<file path="src/rtl/max6675_spi_responder.sv">
// MAX6675 thermocouple converter stand-in: SPI mode-0 responder that serves the 16-bit
// {0, temp[11:0], open, id=0, 0} frame and emulates CS-triggered conversion timing.
module max6675_spi_responder #(
  parameter int unsigned CONV_CLKS = 32'd22_000_000
) (
  input  logic        i_clk,
  input  logic        i_reset,
  input  logic        i_CS,
  input  logic        i_SPI_Clk,
  output logic        o_SPI_MISO,
  output logic        o_MISO_OE,
  input  logic [11:0] i_temp,
  input  logic        i_open,
  output logic        o_conv_busy,
  output logic        o_frame_done
);

  localparam int unsigned CntW = $clog2(CONV_CLKS);
  localparam logic [CntW-1:0] CntLast = CntW'(CONV_CLKS - 1);

  typedef enum logic {ConvIdle, ConvRun} conv_state_e;
  typedef enum logic [1:0] {FrIdle, FrShift, FrDone} frame_state_e;

  // [0] first sync stage, [1] synced value, [2] previous synced value for edge detect
  logic [2:0] cs_sync_q, sck_sync_q;
  logic       cs_rise, cs_fall, sck_rise, sck_fall;

  conv_state_e    conv_state_q, conv_state_d;
  logic [CntW-1:0] conv_cnt_q, conv_cnt_d;
  logic [12:0]    result_q, result_d;

  frame_state_e frame_state_q, frame_state_d;
  logic [15:0]  shift_q, shift_d;
  logic [4:0]   rise_cnt_q, rise_cnt_d;
  logic [4:0]   fall_cnt_q, fall_cnt_d;

  logic miso_d, oe_d, done_d;

  // Synchronize the asynchronous SPI pins and keep one extra stage for edge detection
  always_ff @(posedge i_clk) begin
    if (!i_reset) begin
      cs_sync_q  <= 3'b111;
      sck_sync_q <= 3'b000;
    end else begin
      cs_sync_q  <= {cs_sync_q[1:0], i_CS};
      sck_sync_q <= {sck_sync_q[1:0], i_SPI_Clk};
    end
  end

  assign cs_rise  =  cs_sync_q[1]  & ~cs_sync_q[2];
  assign cs_fall  = ~cs_sync_q[1]  &  cs_sync_q[2];
  assign sck_rise =  sck_sync_q[1] & ~sck_sync_q[2];
  assign sck_fall = ~sck_sync_q[1] &  sck_sync_q[2];

  // State registers for both FSMs; reset starts a fresh conversion
  always_ff @(posedge i_clk) begin
    if (!i_reset) begin
      conv_state_q  <= ConvRun;
      conv_cnt_q    <= '0;
      result_q      <= '0;
      frame_state_q <= FrIdle;
      shift_q       <= '0;
      rise_cnt_q    <= '0;
      fall_cnt_q    <= '0;
    end else begin
      conv_state_q  <= conv_state_d;
      conv_cnt_q    <= conv_cnt_d;
      result_q      <= result_d;
      frame_state_q <= frame_state_d;
      shift_q       <= shift_d;
      rise_cnt_q    <= rise_cnt_d;
      fall_cnt_q    <= fall_cnt_d;
    end
  end

  // Conversion next state: CS fall aborts without updating the result, CS rise restarts
  always_comb begin
    conv_state_d = conv_state_q;
    conv_cnt_d   = conv_cnt_q;
    result_d     = result_q;
    case (conv_state_q)
      ConvIdle: ;
      ConvRun: begin
        if (cs_fall) begin
          conv_state_d = ConvIdle;
        end else if (conv_cnt_q == CntLast) begin
          conv_state_d = ConvIdle;
          result_d     = {i_temp, i_open};
        end else begin
          conv_cnt_d = conv_cnt_q + 1'b1;
        end
      end
      default: conv_state_d = ConvIdle;
    endcase
    if (cs_rise) begin
      conv_state_d = ConvRun;
      conv_cnt_d   = '0;
    end
  end

  // Frame next state: snapshot result on CS fall, shift on SCK fall, count SCK rises
  always_comb begin
    frame_state_d = frame_state_q;
    shift_d       = shift_q;
    rise_cnt_d    = rise_cnt_q;
    fall_cnt_d    = fall_cnt_q;
    case (frame_state_q)
      FrIdle: begin
        if (cs_fall) begin
          frame_state_d = FrShift;
          shift_d       = {1'b0, result_q, 2'b00};
          rise_cnt_d    = '0;
          fall_cnt_d    = '0;
        end
      end
      FrShift: begin
        if (sck_fall && (fall_cnt_q != 5'd16)) begin
          shift_d    = {shift_q[14:0], 1'b0};
          fall_cnt_d = fall_cnt_q + 5'd1;
        end
        if (sck_rise) begin
          rise_cnt_d = rise_cnt_q + 5'd1;
          if (rise_cnt_q == 5'd15) frame_state_d = FrDone;
        end
      end
      FrDone: ;
      default: frame_state_d = FrIdle;
    endcase
    // CS rise has priority over any SCK edge in the same cycle
    if (cs_rise) frame_state_d = FrIdle;
  end

  // Output decode; done pulses on the 16th rise unless CS rises in the same cycle
  always_comb begin
    oe_d   = (frame_state_q == FrShift);
    miso_d = oe_d & shift_q[15];
    done_d = (frame_state_q == FrShift) & sck_rise & ~cs_rise & (rise_cnt_q == 5'd15);
  end

  // Registered pin outputs
  always_ff @(posedge i_clk) begin
    if (!i_reset) begin
      o_SPI_MISO   <= 1'b0;
      o_MISO_OE    <= 1'b0;
      o_frame_done <= 1'b0;
    end else begin
      o_SPI_MISO   <= miso_d;
      o_MISO_OE    <= oe_d;
      o_frame_done <= done_d;
    end
  end

  assign o_conv_busy = (conv_state_q == ConvRun);

endmodule

</file>
<file path="config.mk">
export PLATFORM = sky130hd
export DESIGN_NAME = max6675_spi_responder
export DESIGN_NICKNAME = d
export VERILOG_FILES = /design/src/rtl/max6675_spi_responder.sv
export SDC_FILE = /design/constraint.sdc
export NUM_CORES = 1
export LEC_CHECK = 0
export CORE_UTILIZATION = 60
export CTS_BUF_LIST = sky130_fd_sc_hd__clkbuf_8
export DETAILED_ROUTE_END_ITERATION = 10
export PLACE_DENSITY = 0.89
export SYNTH_ARGS = -nofsm -noshare
export SYNTH_HDL_FRONTEND = slang
export SYNTH_SLANG_ARGS = --single-unit
</file>
<file path="constraint.sdc">
create_clock -name i_clk -period 4.9 [get_ports i_clk]
set_clock_uncertainty 0.2 [all_clocks]
set_input_delay 0.49 -clock i_clk [delete_from_list [all_inputs] [get_ports i_clk]]
set_output_delay 0.49 -clock i_clk [all_outputs]
set_load 0.01 [all_outputs]
</file>
==> run_results.csv <==
group,metric,value,unit
clock_network,h-tree-depth,3,
yosys,ys_seq_elements,74,
global_routing,overflow,0,
pwr,p_sw_share,22.2,%
detailed_routing,vias,2601,
pwr,p_leak,1.41,nW
job,maxCapViolCount,0,
worst_setup_path,timing.rr.start,"fall_cnt_q[0]",
sta,slew_viol_final,0,
hold_path,min_path_type,"register to register",
hold_path,hp-start,"cs_sync_q[0]",
yosys,synth_area,3290,um^2
run_status,status,"finished clean",
sta,hold_slack,0.243,ns
pwr,p_comb_share,5.5,%
placed_design,hpwl,4.14,mm
clock_network,cts_hold_buf,0,
yosys,synth_top_cell_by_area,"dfxtp_1",
yosys,yosysTopAreaCellShare,45.0,%
sta,max-slew-margin-rel,27.4,%
placed_design,placed_cells,435,
yosys,yosysSeqAreaShare,45.0,%
layout,antennaDiodeCount,0,
yosys,synth_common_cells,"74 x dfxtp_1, 42 x nand2_1, 28 x nor2_1",
yosys,async_flop_share,0,%
sta,setup_viol,0,
worst_setup_path,criticalPathCategory,"register to register",
yosys,synth_fp_nets,383,
clock_network,cts-buffers-inserted,9,
placed_design,place_area,3490,um^2
worst_setup_path,worstPathRequired,4.93,ns
worst_setup_path,crit_fanout,30,
floorplanning,rows,26,
detailed_routing,via_per_inst,5.77,
worst_setup_path,cp.arrival,2.46,ns
sta,fmax,0.412,GHz
yosys,yosysWarnings,0,
global_routing,grt_pass1_wl,11.1,mm
pwr,cellPowerDensity,326,nW/um^2
layout,design_area,3710,um^2
placed_design,gp_congestion,0.782,
layout,syn_to_final_growth,12.7,%
clock_network,clock_latency,0.34,ns
sta,final_hold_viol_count,0,
floorplanning,initial_core_util,63.3,%
sta,tns,0,ns
clock_network,clockRootBuffer,"clkbuf_8",
yosys,syn_inst,361,
global_routing,grt_util_all_layers,23.6,%
clock_network,cts_tree,"built",
clock_network,cts.sinks,74,
clock_network,clockBufferDepth,2,
yosys,synth_edf_count,0,
pwr,seqPwrFrac,51.5,%
placed_design,portBuffers,20,
floorplanning,coreArea,5200,um^2
detailed_routing,wl_per_cell,13.8,um
global_routing,antenna_found_initial,0,
yosys,synth_ff_type,"dfxtp_1",
hold_path,hold_depth,1,
pwr,p_sw,0.000269,W
floorplanning,die_x,76.1,um
pwr,power.internal,0.000940,W
layout,nets,398,
clock_network,path_clk_slew,0.08,ns
clock_network,cts_resized,0,
hold_path,whs_endpoint,"cs_sync_q[1]",
sta,fin_crit,2.43,ns
detailed_routing,drt-pass1-iter-count,5,
sta,fin_crit_sh,49.5,%
worst_setup_path,rrSetupSlack,2.47,ns
floorplanning,dieArea,5790,um^2
floorplanning,io_pins,21,
detailed_routing,wl,6.25,mm
yosys,yosysUniqueCellTypes,53,
global_routing,grt_pass1_vias,2549,
layout,layout-drive-gt1-share,9.97,%
pwr,clock_power_share,43.0,%
sta,worst_pin_slew,1.09,ns
worst_setup_path,cp-start-kind,"register",
yosys,syn_area_per_cell,9.13,um^2
worst_setup_path,rr_worst_depth,7,
floorplanning,die_h,76.1,um
detailed_routing,drtIter0Drc,160,
worst_setup_path,regToRegEndpoint,"fall_cnt_q[4]",
global_routing,grt_max_degree,56,
yosys,yosys-top-cells-area,"dfxtp_1 45%, nand2_1 4.8%, nand3_1 3.9%, mux2i_1 3.6%, o211a_1 3.6%",
worst_setup_path,endpoint_kind,"register",
clock_network,cts_setup_buffers,0,
detailed_routing,antenna_left,0,
detailed_routing,drc,0,
layout,fillers,378,
sta,rsz0062_at_grt,"no",
yosys,synth.most_common_cell,"dfxtp_1",
pwr,vdd_drop_max,0.000278,V
layout,fin_cells,451,
-- area by class of cell --
class                   count  area [um^2]  share of cell area [%]
multi-input cells         261         1690                    45.5
flip-flops and latches     74         1480                    39.9
repair buffers             21          203                    5.46
clock buffers              10          138                    3.71
well taps                  70         87.6                    2.36
clock inverters             6         81.3                    2.19
inverters                   9         33.8                   0.910
-- worst max-delay path, stage by stage (launching register included) --
cell and delay, ns:
dfxtp_1 0.40, inv_1 0.07, ha_1 0.19, nor4bb_1 0.15, o21bai_2 0.86, nand4_1 0.20, xor2_1 0.18, nor2_1 0.06
-- cell usage in the layout (no fill, tap or decap), types with 11 or more instances in the layout --
master / n
a21oi_1: 15
o21ai_1: 11
nand2_1: 42
clkdlybuf4s50_1: 19
o211a_1: 12
mux2i_1: 12
xnor2_1: 13
nand3_1: 26
dfxtp_1: 74
nor2_1: 28
-- through the flow --
step                utilization, %  setup slack, ns  power (W)
global route                  71.3             2.26    0.00125
global placement              67.1             2.60   0.000699
detailed placement            67.1             2.51   0.000702
finish                        71.3             2.47    0.00121
floorplan                        -             2.82   0.000680
CTS                           71.3             2.47    0.00121
-- worst max path at each step --
stage | end | slack (ns) | startpoint | cells after the start
floorplan | result_q[5] | 2.82 | conv_cnt_q[11] | 6
global placement | fall_cnt_q[4] | 2.60 | fall_cnt_q[0] | 7
detailed placement | fall_cnt_q[4] | 2.51 | fall_cnt_q[0] | 7
CTS | fall_cnt_q[4] | 2.47 | fall_cnt_q[0] | 7
global route | fall_cnt_q[4] | 2.26 | fall_cnt_q[0] | 7
finish | fall_cnt_q[4] | 2.47 | fall_cnt_q[0] | 7
-- metal layers --
metal  GRT usage [%]  vias up  wire (um)
li1                -     1310          -
met2            40.0       40       3120
met1            28.4     1244       2860
met3            6.47        7        205
met4            9.62        0         69
met5               0        -          0
-- power by group through the flow --
stage	clock (W)	combinational [W]	sequential, W
finish	0.000521	0.0000663	0.000622
global route	0.000550	0.0000738	0.000624
CTS	0.000521	0.0000667	0.000622
detailed placement	0	0.0000661	0.000636
global placement	0	0.0000641	0.000635
floorplan	0	0.0000461	0.000633
-- cell families after synthesis --
group | Yosys count | synth area share [%]
xor+xnor | 20 | 5.32
fa+ha+maj | 5 | 1.90
compound gates | 63 | 13.3
simple gates | 160 | 26.6
mux | 13 | 3.99
buf+inv | 26 | 3.87
flops | 74 | 45.0
-- flip-flops by register name, summed over array words and instances (netlist names), 2 cells and up --
register	flops
conv_cnt_q	25
cs_sync_q	3
fall_cnt_q	5
frame_state_q	2
result_q	13
rise_cnt_q	5
sck_sync_q	3
shift_q	14
Note: power is estimated with default switching activity, not from simulation.
